File: src/rtl/pipelined_cla_addsub.sv
// rtl/pipelined_cla_addsub.sv - pipelined carry-lookahead adder/subtractor, one WIDTH/STAGES slice per stage
// Optional signed overflow output enabled by macro CLA_PIPE_OVERFLOW_EN.
module pipelined_cla_addsub #(
   parameter int WIDTH  = 16,
   parameter int STAGES = 4
) (
   input  logic             i_clk,
   input  logic             i_rst,
   input  logic             i_valid,
   output logic             o_ready,
   input  logic [WIDTH-1:0] i_add1,
   input  logic [WIDTH-1:0] i_add2,
   input  logic             i_sub,
   output logic             o_valid,
   input  logic             i_ready,
   output logic [WIDTH:0]   o_result,
   output logic             o_overflow
);

   localparam int NST   = (STAGES < 1) ? 1 : STAGES;
   localparam int SLICE = WIDTH / NST;
   localparam int BTOT  = SLICE * NST * (NST - 1) / 2;
   localparam int BW    = (BTOT < 1) ? 1 : BTOT;
   localparam int NS    = (NST > 1) ? NST - 1 : 1;
   localparam logic [WIDTH-1:0] SMASK = WIDTH'({SLICE{1'b1}});

   if (STAGES < 1 || (WIDTH % NST) != 0) begin : g_bad_cfg
      $error("pipelined_cla_addsub: STAGES must be >= 1 and divide WIDTH");
   end

   // Unconsumed B slices shrink by one slice per stage; packed back to back in r_brem.
   function automatic int rem_off(input int k);
      return SLICE * (k * (NST - 1) - (k * (k - 1)) / 2);
   endfunction

   function automatic logic [SLICE:0] cla_carry(input logic [SLICE-1:0] a,
                                                input logic [SLICE-1:0] b,
                                                input logic             cin);
      logic [SLICE:0] c;
      c[0] = cin;
      for (int i = 0; i < SLICE; i++) begin
         c[i+1] = (a[i] & b[i]) | ((a[i] | b[i]) & c[i]);
      end
      return c;
   endfunction

   logic [WIDTH-1:0] r_d [NST];
   logic [NST-1:0]   r_v;
   logic [NST-1:0]   r_c;
   logic [NS-1:0]    r_sub;
   logic [BW-1:0]    r_brem;

   logic [WIDTH-1:0] w_d_nxt [NST];
   logic [NST-1:0]   w_c_nxt;
   logic [NS-1:0]    w_sub_nxt;
   logic [BW-1:0]    w_brem_nxt;
   logic             w_adv;

   assign w_adv   = !r_v[NST-1] || i_ready;
   assign o_ready = w_adv;
   assign o_valid = r_v[NST-1];

`ifdef CLA_PIPE_OVERFLOW_EN
   logic w_ovf_nxt;
   logic r_ovf;
`endif

   for (genvar k = 0; k < NST; k++) begin : g_stage
      logic [WIDTH-k*SLICE-1:0] w_bsrc;
      logic [WIDTH-1:0]         w_dsrc;
      logic                     w_sub;
      logic                     w_cin;
      logic [SLICE-1:0]         w_a;
      logic [SLICE-1:0]         w_b;
      logic [SLICE-1:0]         w_s;
      logic [SLICE:0]           w_c;

      if (k == 0) begin : g_in
         assign w_bsrc = i_add2;
         assign w_dsrc = i_add1;
         assign w_sub  = i_sub;
         assign w_cin  = i_sub;
      end else begin : g_in
         localparam int OFF = rem_off(k - 1);
         assign w_bsrc = r_brem[OFF +: WIDTH-k*SLICE];
         assign w_dsrc = r_d[k-1];
         assign w_sub  = r_sub[k-1];
         assign w_cin  = r_c[k-1];
      end

      // r_d holds finished sum slices below slice k and raw A above it.
      assign w_a = w_dsrc[k*SLICE +: SLICE];
      assign w_b = w_bsrc[SLICE-1:0] ^ {SLICE{w_sub}};
      assign w_c = cla_carry(w_a, w_b, w_cin);
      assign w_s = w_a ^ w_b ^ w_c[SLICE-1:0];

      assign w_d_nxt[k] = (w_dsrc & ~(SMASK << (k * SLICE))) | (WIDTH'(w_s) << (k * SLICE));
      assign w_c_nxt[k] = w_c[SLICE];

      if (k < NST - 1) begin : g_fwd
         localparam int OFF = rem_off(k);
         assign w_sub_nxt[k] = w_sub;
         assign w_brem_nxt[OFF +: WIDTH-(k+1)*SLICE] = w_bsrc[WIDTH-k*SLICE-1:SLICE];
      end

`ifdef CLA_PIPE_OVERFLOW_EN
      if (k == NST - 1) begin : g_ovf
         assign w_ovf_nxt = w_c[SLICE] ^ w_c[SLICE-1];
      end
`endif
   end

   if (NST == 1) begin : g_single
      assign w_sub_nxt  = 1'b0;
      assign w_brem_nxt = '0;
   end

   always_ff @(posedge i_clk or posedge i_rst) begin
      if (i_rst) begin
         r_v    <= '0;
         r_c    <= '0;
         r_sub  <= '0;
         r_brem <= '0;
         for (int k = 0; k < NST; k++) begin
            r_d[k] <= '0;
         end
      end else if (w_adv) begin
         r_v[0] <= i_valid;
         for (int k = 1; k < NST; k++) begin
            r_v[k] <= r_v[k-1];
         end
         r_c    <= w_c_nxt;
         r_sub  <= w_sub_nxt;
         r_brem <= w_brem_nxt;
         for (int k = 0; k < NST; k++) begin
            r_d[k] <= w_d_nxt[k];
         end
      end
   end

   assign o_result = {r_c[NST-1], r_d[NST-1]};

`ifdef CLA_PIPE_OVERFLOW_EN
   always_ff @(posedge i_clk or posedge i_rst) begin
      if (i_rst) begin
         r_ovf <= 1'b0;
      end else if (w_adv) begin
         r_ovf <= w_ovf_nxt;
      end
   end
   assign o_overflow = r_ovf;
`else
   assign o_overflow = 1'b0;
`endif

endmodule

File: config.mk
export PLATFORM = sky130hd
export DESIGN_NAME = pipelined_cla_addsub
export DESIGN_NICKNAME = d
export VERILOG_FILES = /design/src/rtl/pipelined_cla_addsub.sv
export SDC_FILE = /design/constraint.sdc
export NUM_CORES = 1
export LEC_CHECK = 0
export ABC_AREA = 1
export ABC_CLOCK_PERIOD_IN_PS = 7300
export CORE_MARGIN = 2
export CORE_UTILIZATION = 35
export DETAILED_ROUTE_END_ITERATION = 12
export HOLD_SLACK_MARGIN = 0.08
export PLACE_DENSITY = 0.52
export REMOVE_ABC_BUFFERS = 1
export SYNTH_ARGS = -nofsm -noshare
export SYNTH_HDL_FRONTEND = slang
export SYNTH_SLANG_ARGS = --single-unit
File: constraint.sdc
create_clock -name i_clk -period 7.3 [get_ports i_clk]
set_clock_uncertainty 0.15 [all_clocks]
set_input_delay 1.46 -clock i_clk [delete_from_list [all_inputs] [get_ports i_clk]]
set_output_delay 1.46 -clock i_clk [all_outputs]
set_load 0.01 [all_outputs]
# Word-level counts from Yosys, hierarchy flattened
# Index checks and enable logic that the tools add are counted.
# Widths: inputs -> output; s select.
dict set report classes {
  bitwise_logic 80
  n_reduce_logical 2
}
# operator count
set ops {}
lappend ops {{$xor 4x4->4} 12}
lappend ops {{$and 1x1->1} 32}
lappend ops {{$or 1x1->1} 32}
lappend ops {{$or 12x16->16} 1}
lappend ops {{$or 16x12->16} 1}
lappend ops {{$or 16x4->16} 1}
lappend ops {{$or 16x8->16} 1}
lappend ops {{$logic_not 1->1} 1}
lappend ops {{$logic_or 1x1->1} 1}
dict set report totals {
  ff_bits 99
  in_bits 37
  output_inout_bits 20
  wordCells 90
}

# Depth between registers and ports, before layout
dict set report logic_depth {
  depth_word 10
  ltp_mapped 11
  depth_no_buf 10
}

# Least setup slack after synthesis
# OpenSTA, ideal clock, no wires.
dict set report synth_timing {
  path_kind {input-to-output}
  from {in i_ready}
  to {out o_ready}
  arrival_ns 1.857
  required_time_ns 5.690
  slack_ns 3.833
  cell_stages 4
  path_buffers 2
  cell_sequence {inv_1 -> nand2_2 -> buf_6 -> buf_4}
}
dict set report synth_via {
  elab_chain_len 1
}
# item line_no
set synth_lines {}
lappend synth_lines {{start: declaration} 15} ;# input logic i_ready,
lappend synth_lines {{$logic_or 1x1->1} 59} ;# assign w_adv = !r_v[NST-1] || i_ready;
lappend synth_lines {{end: declaration} 10} ;# output logic o_ready,
# Every way passes these cells.

# Worst setup path after layout
# Ends and elaborated chain as after synthesis.

==> results.sh <==
export IMPL_rows=40
export IMPL_hold_buffers=0
export IMPL_gp_congestion=0.7258
export IMPL_synth_most_common_cell="nand2_1"
export IMPL_max_cap_violations=0
export IMPL_muxShareOfSynthArea_pct=0
export IMPL_min_period_ps=4619
export IMPL_port_buffers=55
export IMPL_rr_startpoint="r_sub[0]"
export IMPL_post_route_period_util_pct=63.27
export IMPL_dp_hpwl_mm=4.452
export IMPL_drt_pass1_iter_count=4
export IMPL_max_slew_margin_rel_pct=40.33
export IMPL_fillCellCount=1222
export IMPL_diodes=0
export IMPL_gr_total_overflow=0
export IMPL_drt_total_wl_mm=7.278
export IMPL_rrSetupSlack_ps=4490
export IMPL_criticalPathCategory="in2out"
export IMPL_clk_latency_ps=330
export IMPL_hp_start="r_v[2]"
export IMPL_yosysTopAreaCell="dfrtp_1"
export IMPL_synth_area_um2=4253
export IMPL_power_density_nw_per_um2=407.1
export IMPL_cp_arrival_ps=3010
export IMPL_cts_root_buf="clkbuf_16"
export IMPL_rsz0062_at_grt="no"
export IMPL_drc=0
export IMPL_synth_top_area_share_pct=58.25
export IMPL_ys_seq_elements=99
export IMPL_ir_drop_mv=0.1605
export IMPL_io_pins=57
export IMPL_final_layout_size_suffix_gt1_share_pct=3.421
export IMPL_slew_violations=0
export IMPL_htreeDepth=3
export IMPL_fmax_mhz=216.5
export IMPL_setup_viol=0
export IMPL_status="completed"
export IMPL_nNetsFinal=547
export IMPL_synth_common_cells="nand2_1 (220), dfrtp_1 (99), o21ai_0 (39)"
export IMPL_leakagePower_nw=2.545
export IMPL_wire_per_inst_um=11.30
export IMPL_cts_tree="done"
export IMPL_grt_pass1_wl_mm=12.86
export IMPL_reg2reg_depth=8
export IMPL_avgSynthCellArea_um2=9.409
export IMPL_numCtsBuffers=9
export IMPL_fp_dieW_um=114.2
export IMPL_hold_ws_ps=311.3
export IMPL_antenna_found_initial=0
export IMPL_cts_sinks=99
export IMPL_start_kind="input pin"
export IMPL_synth_cells=452
export IMPL_synth_xor_area_share_pct=3.089
export IMPL_crit_required_ps=5690
export IMPL_crit_start="i_ready"
export IMPL_multi_input_area_um2=1486
export IMPL_die_area_um2=13050
export IMPL_seqCellArea_um2=2477
export IMPL_grt_usage_pct=12.59
export IMPL_synth_cell_types=17
export IMPL_coreArea_um2=11910
export IMPL_clk_path_buf_depth=2
export IMPL_critPathMaxFanout=38
export IMPL_initial_core_util_pct=35.70
export IMPL_vias=2784
export IMPL_yosys_top_cells_area="dfrtp_1 (58%), nand2_1 (19%), fa_1 (7.1%)"
export IMPL_cts_resized=0
export IMPL_synth_compound_area_share_pct=4.766
export IMPL_dr_first_iter_drc_count=220
export IMPL_grt_pass1_vias=2818
export IMPL_area_growth_pct=19.95
export IMPL_synth_simple_gate_area_share_pct=19.83
export IMPL_yosysSeqAreaShare_pct=58.25
export IMPL_postCtsSetupBuffers=0
export IMPL_cp_end_kind="output pin"
export IMPL_synthAdderAreaFrac_pct=7.061
export IMPL_tns_ps=0
export IMPL_fp_dieH_um=114.2
export IMPL_hold_path_depth=2
export IMPL_hold_class="reg2reg"
export IMPL_synth_ff_type="dfrtp_1"
export IMPL_synth_top_family_by_area="simple AND/OR/NAND/NOR gates"
export IMPL_ys_warn_count=0
export IMPL_drtAntennaViolNets=0
export IMPL_grt_max_degree=96
export IMPL_avgViaCountPerCell=4.323
export IMPL_async_flop_share_pct=100.0
export IMPL_synth_edf_count=0
export IMPL_rr_endpoint="g_stage[2].w_dsrc[7]"
export IMPL_clkTransAtPathRegs_ps=60
export IMPL_worst_pin_slew_ps=895.0
export IMPL_holdPathEnd="r_v[3]"
export IMPL_hold_viol=0
critical path: stages:
cell and delay, ps:
clkdlybuf4s50_1 530, inv_1 90, nand2_4 300, clkdlybuf4s50_1 620
flip-flops by register name, summed over array words and instances (netlist names):
name,count
r_brem,24
g_stage.w_dsrc,48
r_v,4
r_sub,3
r_c,4
o_result,16
where the power goes:
group | internal (mW) | total, mW | switching, mW | leakage [nW]
registers | 0.790 | 0.920 | 0.130 | 1.20
logic | 0.337 | 0.740 | 0.402 | 1.22
clock network | 0.235 | 0.417 | 0.182 | 0.122
total | 1.36 | 2.08 | 0.715 | 2.54
worst max path at each step:
stage,depth (start not counted),slack (ps),endpoint
after floorplan,1,3100,g_stage[1].w_dsrc[0]
after global placement,4,2660,o_ready
after detailed placement,4,2680,o_ready
after CTS,4,2670,o_ready
after global routing,4,2580,o_ready
final,4,2680,o_ready
cells in the final DEF (no fill, tap or decap):
cell type and instances:
buf_4 3, clkbuf_1 3, clkbuf_16 9, clkbuf_8 1
clkdlybuf4s50_1 55, conb_1 1, dfrtp_1 99, fa_1 15
inv_1 32, inv_2 1, inv_4 1, nand2_1 220
nand2_4 1, nor2_4 1, o21a_1 1, o21ai_0 39
xnor2_1 7, xor2_1 8
through the flow:
| step | total power [mW] | util (%) | cells | setup WS [ps] | area, um2 |
|---|---|---|---|---|---|
| floorplan | 1.418 | - | 426 | 3100 | 4086 |
| global placement | 1.667 | 40.72 | 631 | 2660 | 4851 |
| detailed placement | 1.695 | 40.72 | 631 | 2676 | 4851 |
| CTS | 2.126 | 42.83 | 644 | 2670 | 5101 |
| global route | 2.294 | 42.83 | 644 | 2580 | 5101 |
| finish | 2.077 | 42.83 | 644 | 2681 | 5101 |
layer usage:
layer / vias up / track usage, % / part of all wire [%]
li1: 1434 / - / -
met1: 1291 / 15.80 / 50
met2: 50 / 20.32 / 43
met3: 9 / 3.917 / 5.0
met4: 0 / 5.122 / 1.9
met5: - / 0 / 0
final cells by class:
class | count | share of cell area, %
Clock buffer | 13 | 4.906
Sequential cell | 99 | 48.57
Timing Repair Buffer | 58 | 11.23
Inverter | 34 | 2.551
Tap cell | 147 | 3.606
Multi-Input combinational cell | 293 | 29.14
cells by family (layout without fill, tap and decap cells):
| logic type | count (synthesis) | in the layout |
|---|---|---|
| AND/OR/NAND/NOR | 222 | 222 |
| XOR/XNOR | 15 | 15 |
| buffers and inverters | 60 | 105 |
| AO/OA/AOI/OAI | 40 | 40 |
| adder cells (fa/ha/maj) | 15 | 15 |
| other | 1 | 1 |
| flip-flops | 99 | 99 |
(Power assumes the default switching activity.)
